[src/rtl/mccoy_core_p.sv]
// Parametrised McCoy accumulator core: FETCH/EXEC FSM with a valid/ready instruction port, 2 cycles per instruction.
// Optional carry flag, carry_out port and BCS opcode (replacing AND) are enabled with `define MCCOY_CARRY_EN.
module mccoy_core_p #(
    parameter int DATA_W = 6,
    parameter int PC_W   = 6,
    parameter int NREGS  = 8,
    localparam int ARG_W = $clog2(NREGS),
    localparam int IW    = 3 + ARG_W
) (
    input  logic              clk,
    input  logic              reset,
    input  logic [IW-1:0]     instr,
    input  logic              instr_valid,
    output logic              instr_ready,
    output logic [PC_W-1:0]   pc_out,
    output logic [DATA_W-1:0] acc_out,
    output logic              zero_out
`ifdef MCCOY_CARRY_EN
    ,
    output logic              carry_out
`endif
);

    localparam logic [0:0] FETCH = 1'b0;
    localparam logic [0:0] EXEC  = 1'b1;

    localparam logic [2:0] OP_LD  = 3'b000;
    localparam logic [2:0] OP_ST  = 3'b001;
    localparam logic [2:0] OP_LI  = 3'b010;
    localparam logic [2:0] OP_ADD = 3'b011;
    localparam logic [2:0] OP_SUB = 3'b100;
    localparam logic [2:0] OP_BEZ = 3'b101;
    localparam logic [2:0] OP_JA  = 3'b110;
    localparam logic [2:0] OP_X7  = 3'b111;

    logic [0:0]        state_q, state_d;
    logic [PC_W-1:0]   pc_q, pc_d;
    logic [DATA_W-1:0] acc_q, acc_d;
    logic [IW-1:0]     ir_q, ir_d;
    logic [DATA_W-1:0] regs_q [NREGS];
    logic [DATA_W-1:0] regs_d [NREGS];

    logic [2:0]        op;
    logic [ARG_W-1:0]  arg;
    logic [DATA_W-1:0] rv;
    logic [DATA_W-1:0] simm;

    // Zero-extend (DATA_W < PC_W) or truncate a data word into a PC value.
    function automatic logic [PC_W-1:0] to_pc(input logic [DATA_W-1:0] v);
        logic [DATA_W+PC_W-1:0] ext;
        ext = {{PC_W{1'b0}}, v};
        return ext[PC_W-1:0];
    endfunction

    assign op   = ir_q[2:0];
    assign arg  = ir_q[3 +: ARG_W];
    assign rv   = regs_q[arg];
    assign simm = DATA_W'($signed(arg));

`ifdef MCCOY_CARRY_EN
    logic              carry_q, carry_d;
    logic [DATA_W:0]   sum_w, diff_w;
    assign sum_w  = {1'b0, acc_q} + {1'b0, rv};
    assign diff_w = {1'b0, acc_q} - {1'b0, rv};
    assign carry_out = carry_q;
`endif

    always_comb begin
        state_d = state_q;
        pc_d    = pc_q;
        acc_d   = acc_q;
        ir_d    = ir_q;
        regs_d  = regs_q;
`ifdef MCCOY_CARRY_EN
        carry_d = carry_q;
`endif
        if (state_q == FETCH) begin
            if (instr_valid) begin
                ir_d    = instr;
                state_d = EXEC;
            end
        end else begin
            pc_d    = pc_q + PC_W'(1);
            state_d = FETCH;
            case (op)
                OP_LD:  acc_d = rv;
                OP_ST:  regs_d[arg] = acc_q;
                OP_LI:  acc_d = simm;
`ifdef MCCOY_CARRY_EN
                OP_ADD: begin
                    acc_d   = sum_w[DATA_W-1:0];
                    carry_d = sum_w[DATA_W];
                end
                OP_SUB: begin
                    acc_d   = diff_w[DATA_W-1:0];
                    carry_d = ~diff_w[DATA_W];
                end
`else
                OP_ADD: acc_d = acc_q + rv;
                OP_SUB: acc_d = acc_q - rv;
`endif
                OP_BEZ: if (acc_q == '0) pc_d = to_pc(rv);
                OP_JA:  pc_d = to_pc(acc_q);
`ifdef MCCOY_CARRY_EN
                OP_X7:  if (carry_q) pc_d = to_pc(rv);
`else
                OP_X7:  acc_d = acc_q & rv;
`endif
                default: ;
            endcase
        end
    end

    always_ff @(posedge clk) begin
        if (reset) begin
            state_q <= FETCH;
            pc_q    <= '0;
            acc_q   <= '0;
            ir_q    <= '0;
            for (int i = 0; i < NREGS; i++) regs_q[i] <= '0;
`ifdef MCCOY_CARRY_EN
            carry_q <= 1'b0;
`endif
        end else begin
            state_q <= state_d;
            pc_q    <= pc_d;
            acc_q   <= acc_d;
            ir_q    <= ir_d;
            regs_q  <= regs_d;
`ifdef MCCOY_CARRY_EN
            carry_q <= carry_d;
`endif
        end
    end

    assign instr_ready = (state_q == FETCH);
    assign pc_out      = pc_q;
    assign acc_out     = acc_q;
    assign zero_out    = (acc_q == '0);

endmodule

[config.mk]
export PLATFORM = sky130hd
export DESIGN_NAME = mccoy_core_p
export DESIGN_NICKNAME = d
export VERILOG_FILES = /design/src/rtl/mccoy_core_p.sv
export SDC_FILE = /design/constraint.sdc
export NUM_CORES = 1
export LEC_CHECK = 0
export BUFFER_PORTS_ARGS = -buffer_cell sky130_fd_sc_hd__buf_2
export CAP_MARGIN = 0
export CORE_MARGIN = 4
export CORE_UTILIZATION = 48
export CTS_BUF_LIST = sky130_fd_sc_hd__clkbuf_16
export DETAILED_ROUTE_END_ITERATION = 8
export HOLD_SLACK_MARGIN = 0.03
export PLACE_DENSITY = 0.65
export SLEW_MARGIN = 25
export SYNTH_ARGS = -nofsm -noshare
export SYNTH_HDL_FRONTEND = slang
export SYNTH_SLANG_ARGS = --single-unit
[constraint.sdc]
create_clock -name clk -period 4.02 [get_ports clk]
set_input_delay 0.804 -clock clk [delete_from_list [all_inputs] [get_ports clk]]
set_output_delay 0.804 -clock clk [all_outputs]
set_load 0.01 [all_outputs]
==> impl_metrics.json <==
{
  "status": "finished clean",
  "track_usage_pct": 22.1,
  "p_leak_nw": 1.60,
  "layout-drive-gt1-share_pct": 14.0,
  "end_kind": "register",
  "synth_top_family_by_area": "simple AND/OR/NAND/NOR gates",
  "cts_resized": 0,
  "finalSetupViolCount": 0,
  "worst-endpoint-required_ns": 4.29,
  "finalClockSkew_ns": 0.00605,
  "clock_sinks": 67,
  "fillers": 668,
  "slew_viol_final": 0,
  "worst_slew_pin_slew_ns": 0.736,
  "path_cells": "mux4_2 -> a21oi_1 -> ha_1 -> o21ai_0 -> ha_1 -> nor2b_1 -> o21ai_0 -> a21o_1 -> a211oi_1 -> or4_1 -> nand4_1",
  "io_buffers": 22,
  "io_pins": 23,
  "hold_buffers": 0,
  "synth_top_flop_cell": "dfxtp_1",
  "synth_xor_xnor_area_share_pct": 2.36,
  "antenna_found_initial": 0,
  "place_inst": 527,
  "synth-edff-count": 0,
  "start_kind": "register",
  "clk_latency_ns": 0.34,
  "rsz0062_at_grt": "false",
  "max-slew-margin-rel_pct": 50.7,
  "num_rows": 31,
  "finalCritPeriodShare_pct": 91.5,
  "drc": 0,
  "grt_max_degree": 63,
  "cp_num_buf_inv": 0,
  "routabilityCongestion": 0.928,
  "start_util_pct": 50.4,
  "timing_worst_setup_path_type": "register to register",
  "avgSynthCellArea_um2": 8.74,
  "cts_buffers": 9,
  "postCtsSetupRepairBufs": 0,
  "synth_area_um2": 3710,
  "clock.fmax_ghz": 0.272,
  "die_area_um2": 9210,
  "maxCapViolations": 0,
  "synth_compound_area_share_pct": 14.6,
  "synth_cell_types": 57,
  "routedWlPerCell_um": 17.3,
  "diodes": 0,
  "clkTransAtPathRegs_ns": 0.06,
  "ys_ff_latch": 67,
  "antenna_left": 0,
  "cts_tree": "yes",
  "synth_nets": 443,
  "hold_class": "register to register",
  "cts_root_buf": "clkbuf_16",
  "yosys-top-cells-area": "dfxtp_1, mux2i_1, nor2_1",
  "post-dp-hpwl_um": 6440,
  "gr-total-overflow": 0,
  "cp.arrival_ns": 3.95,
  "grt_pass1_vias": 2976,
  "design_area_um2": 4170,
  "fp.dieW_um": 96.0,
  "finalNetCount": 457,
  "num_vias": 3099,
  "drt_iter0_drc": 174,
  "dr.pass1.iters": 4,
  "synth_cells": 425,
  "cts_buffer_depth": 2,
  "final.setup.tns_ns": 0,
  "dpl_cell_area_um2": 3880,
  "async_flop_share_pct": 0,
  "synthMuxAreaShare_pct": 17.5,
  "routed_wl_um": 9360,
  "crit_path_max_incr_delay_ns": 0.63,
  "crit_fanout": 10,
  "synth_top_area_cell": "dfxtp_1",
  "synth-adder-area-share_pct": 3.23,
  "finalHoldViolations": 0,
  "synth_seq_area_share_pct": 36.1,
  "yosys.area_share.simple_pct": 20.4,
  "layout_min_cycle_time_ns": 3.68,
  "area_growth_pct": 12.3,
  "die_h_um": 96.0,
  "powerDensity_nw_per_um2": 395,
  "path_delay_family": "compound AO/OA/AOI/OAI gates",
  "synth.top_cell.area_share_pct": 36.1,
  "crit_slowest_cell": "dfxtp_1",
  "core_um2": 7370,
  "htreeDepth": 3,
  "grt_pass1_wl_um": 15400,
  "vias_per_cell": 5.72,
  "instances_no_fill": 542,
  "ir_worst_vdd_mv": 0.237,
  "hold_slack_ns": 0.458,
  "ys_warn_count": 0
}
-- final timing paths --
kind	start	to	depth (start not counted)	slack (ns)
setup / recovery	ir_q[4]$_SDFFE_PP0P_	acc_out[5]$_SDFFE_PP0P_	11	0.34
hold / removal	regs_q[7]$_SDFFE_PP0P_	regs_q[7]$_SDFFE_PP0P_	2	0.46
setup reg to reg	ir_q[4]$_SDFFE_PP0P_	acc_out[5]$_SDFFE_PP0P_	11	0.34
hold reg to reg	regs_q[7]$_SDFFE_PP0P_	regs_q[7]$_SDFFE_PP0P_	2	0.46
-- cell usage in the layout, fill, tap and decap left out, types with 5 or more instances in the layout --
cell       Yosys  routed
nor2b_1        8       8
inv_1         12      12
ha_1           8       8
nand2_1       36      36
o21ai_0       14      14
buf_2          4      22
nor3_1         8       8
mux2i_1       49      49
nand2b_1       5       5
dfxtp_1       67      67
nor2_1        65      65
a211oi_1       7       7
nand3_1       16      16
buf_4          2      14
xor2_1         6       6
a21oi_1       21      21
clkbuf_16      0       9
-- cells by family (layout without fill, tap and decap cells) --
kind of cell | after synthesis | in the layout
AOI/OAI and AO/OA | 77 | 77
buffers and inverters | 45 | 63
adders and majority gates | 9 | 9
muxes | 56 | 56
DFF | 67 | 67
and+or+nand+nor | 161 | 161
xor gates and xnor gates | 10 | 10
-- area by class of cell --
type | instances | area [um^2] | area share, %
timing repair buffer | 36 | 215 | 5.16
clock buffer | 9 | 225 | 5.40
clock inverter | 6 | 66.3 | 1.59
inverter | 12 | 45.0 | 1.08
tap | 99 | 124 | 2.97
sequential | 67 | 1340 | 32.2
multi-input combinational | 313 | 2150 | 51.6
-- power breakdown --
part	leakage [nW]	switching, mW	internal (mW)	total [mW]
Combinational	0.912	0.0918	0.0638	0.156
Clock	0.146	0.302	0.478	0.780
Sequential	0.542	0.0351	0.677	0.712
-- registers in the layout, summed over array words and instances, names as in the netlist --
name     count
ir_q         6
state_q      1
regs_q      48
acc_out      6
pc_out       6
-- synthesized netlist by cell type, drive strengths merged (5+ instances only) --
cell type and instances:
mux4 6, nand4 5, ha 8, nor2 66
dfxtp 67, inv 12, nor3 9, nand3 16
o21ai 16, nor2b 8, clkbuf 23, a21oi 21
xor2 6, nand2 36, mux2i 49, nand2b 5
a211oi 7, buf 10
-- metrics by stage --
stage	setup slack, ns	utilization (%)	power [mW]
after global routing	0.0668	56.6	1.70
after CTS	0.335	56.6	1.65
final	0.341	56.6	1.65
after floorplan	0.607	-	0.836
after detailed placement	0.378	52.6	0.881
after global placement	0.536	52.6	0.879
-- worst reg2reg max path: stages (launching register included) --
cell	delay, ns
dfxtp_1	0.63
mux4_2	0.58
a21oi_1	0.23
ha_1	0.26
o21ai_0	0.35
ha_1	0.30
nor2b_1	0.12
o21ai_0	0.22
a21o_1	0.18
a211oi_1	0.10
or4_1	0.55
nand4_1	0.10
-- metal layers --
layer / routed length, um / global-route usage, % / vias up
met5: 0 / 0 / -
met4: 155 / 7.94 / 0
met3: 635 / 5.55 / 12
met2: 4290 / 35.3 / 118
met1: 4280 / 28.8 / 1434
li1: - / - / 1535
Note: power is estimated with default switching activity, not from simulation.
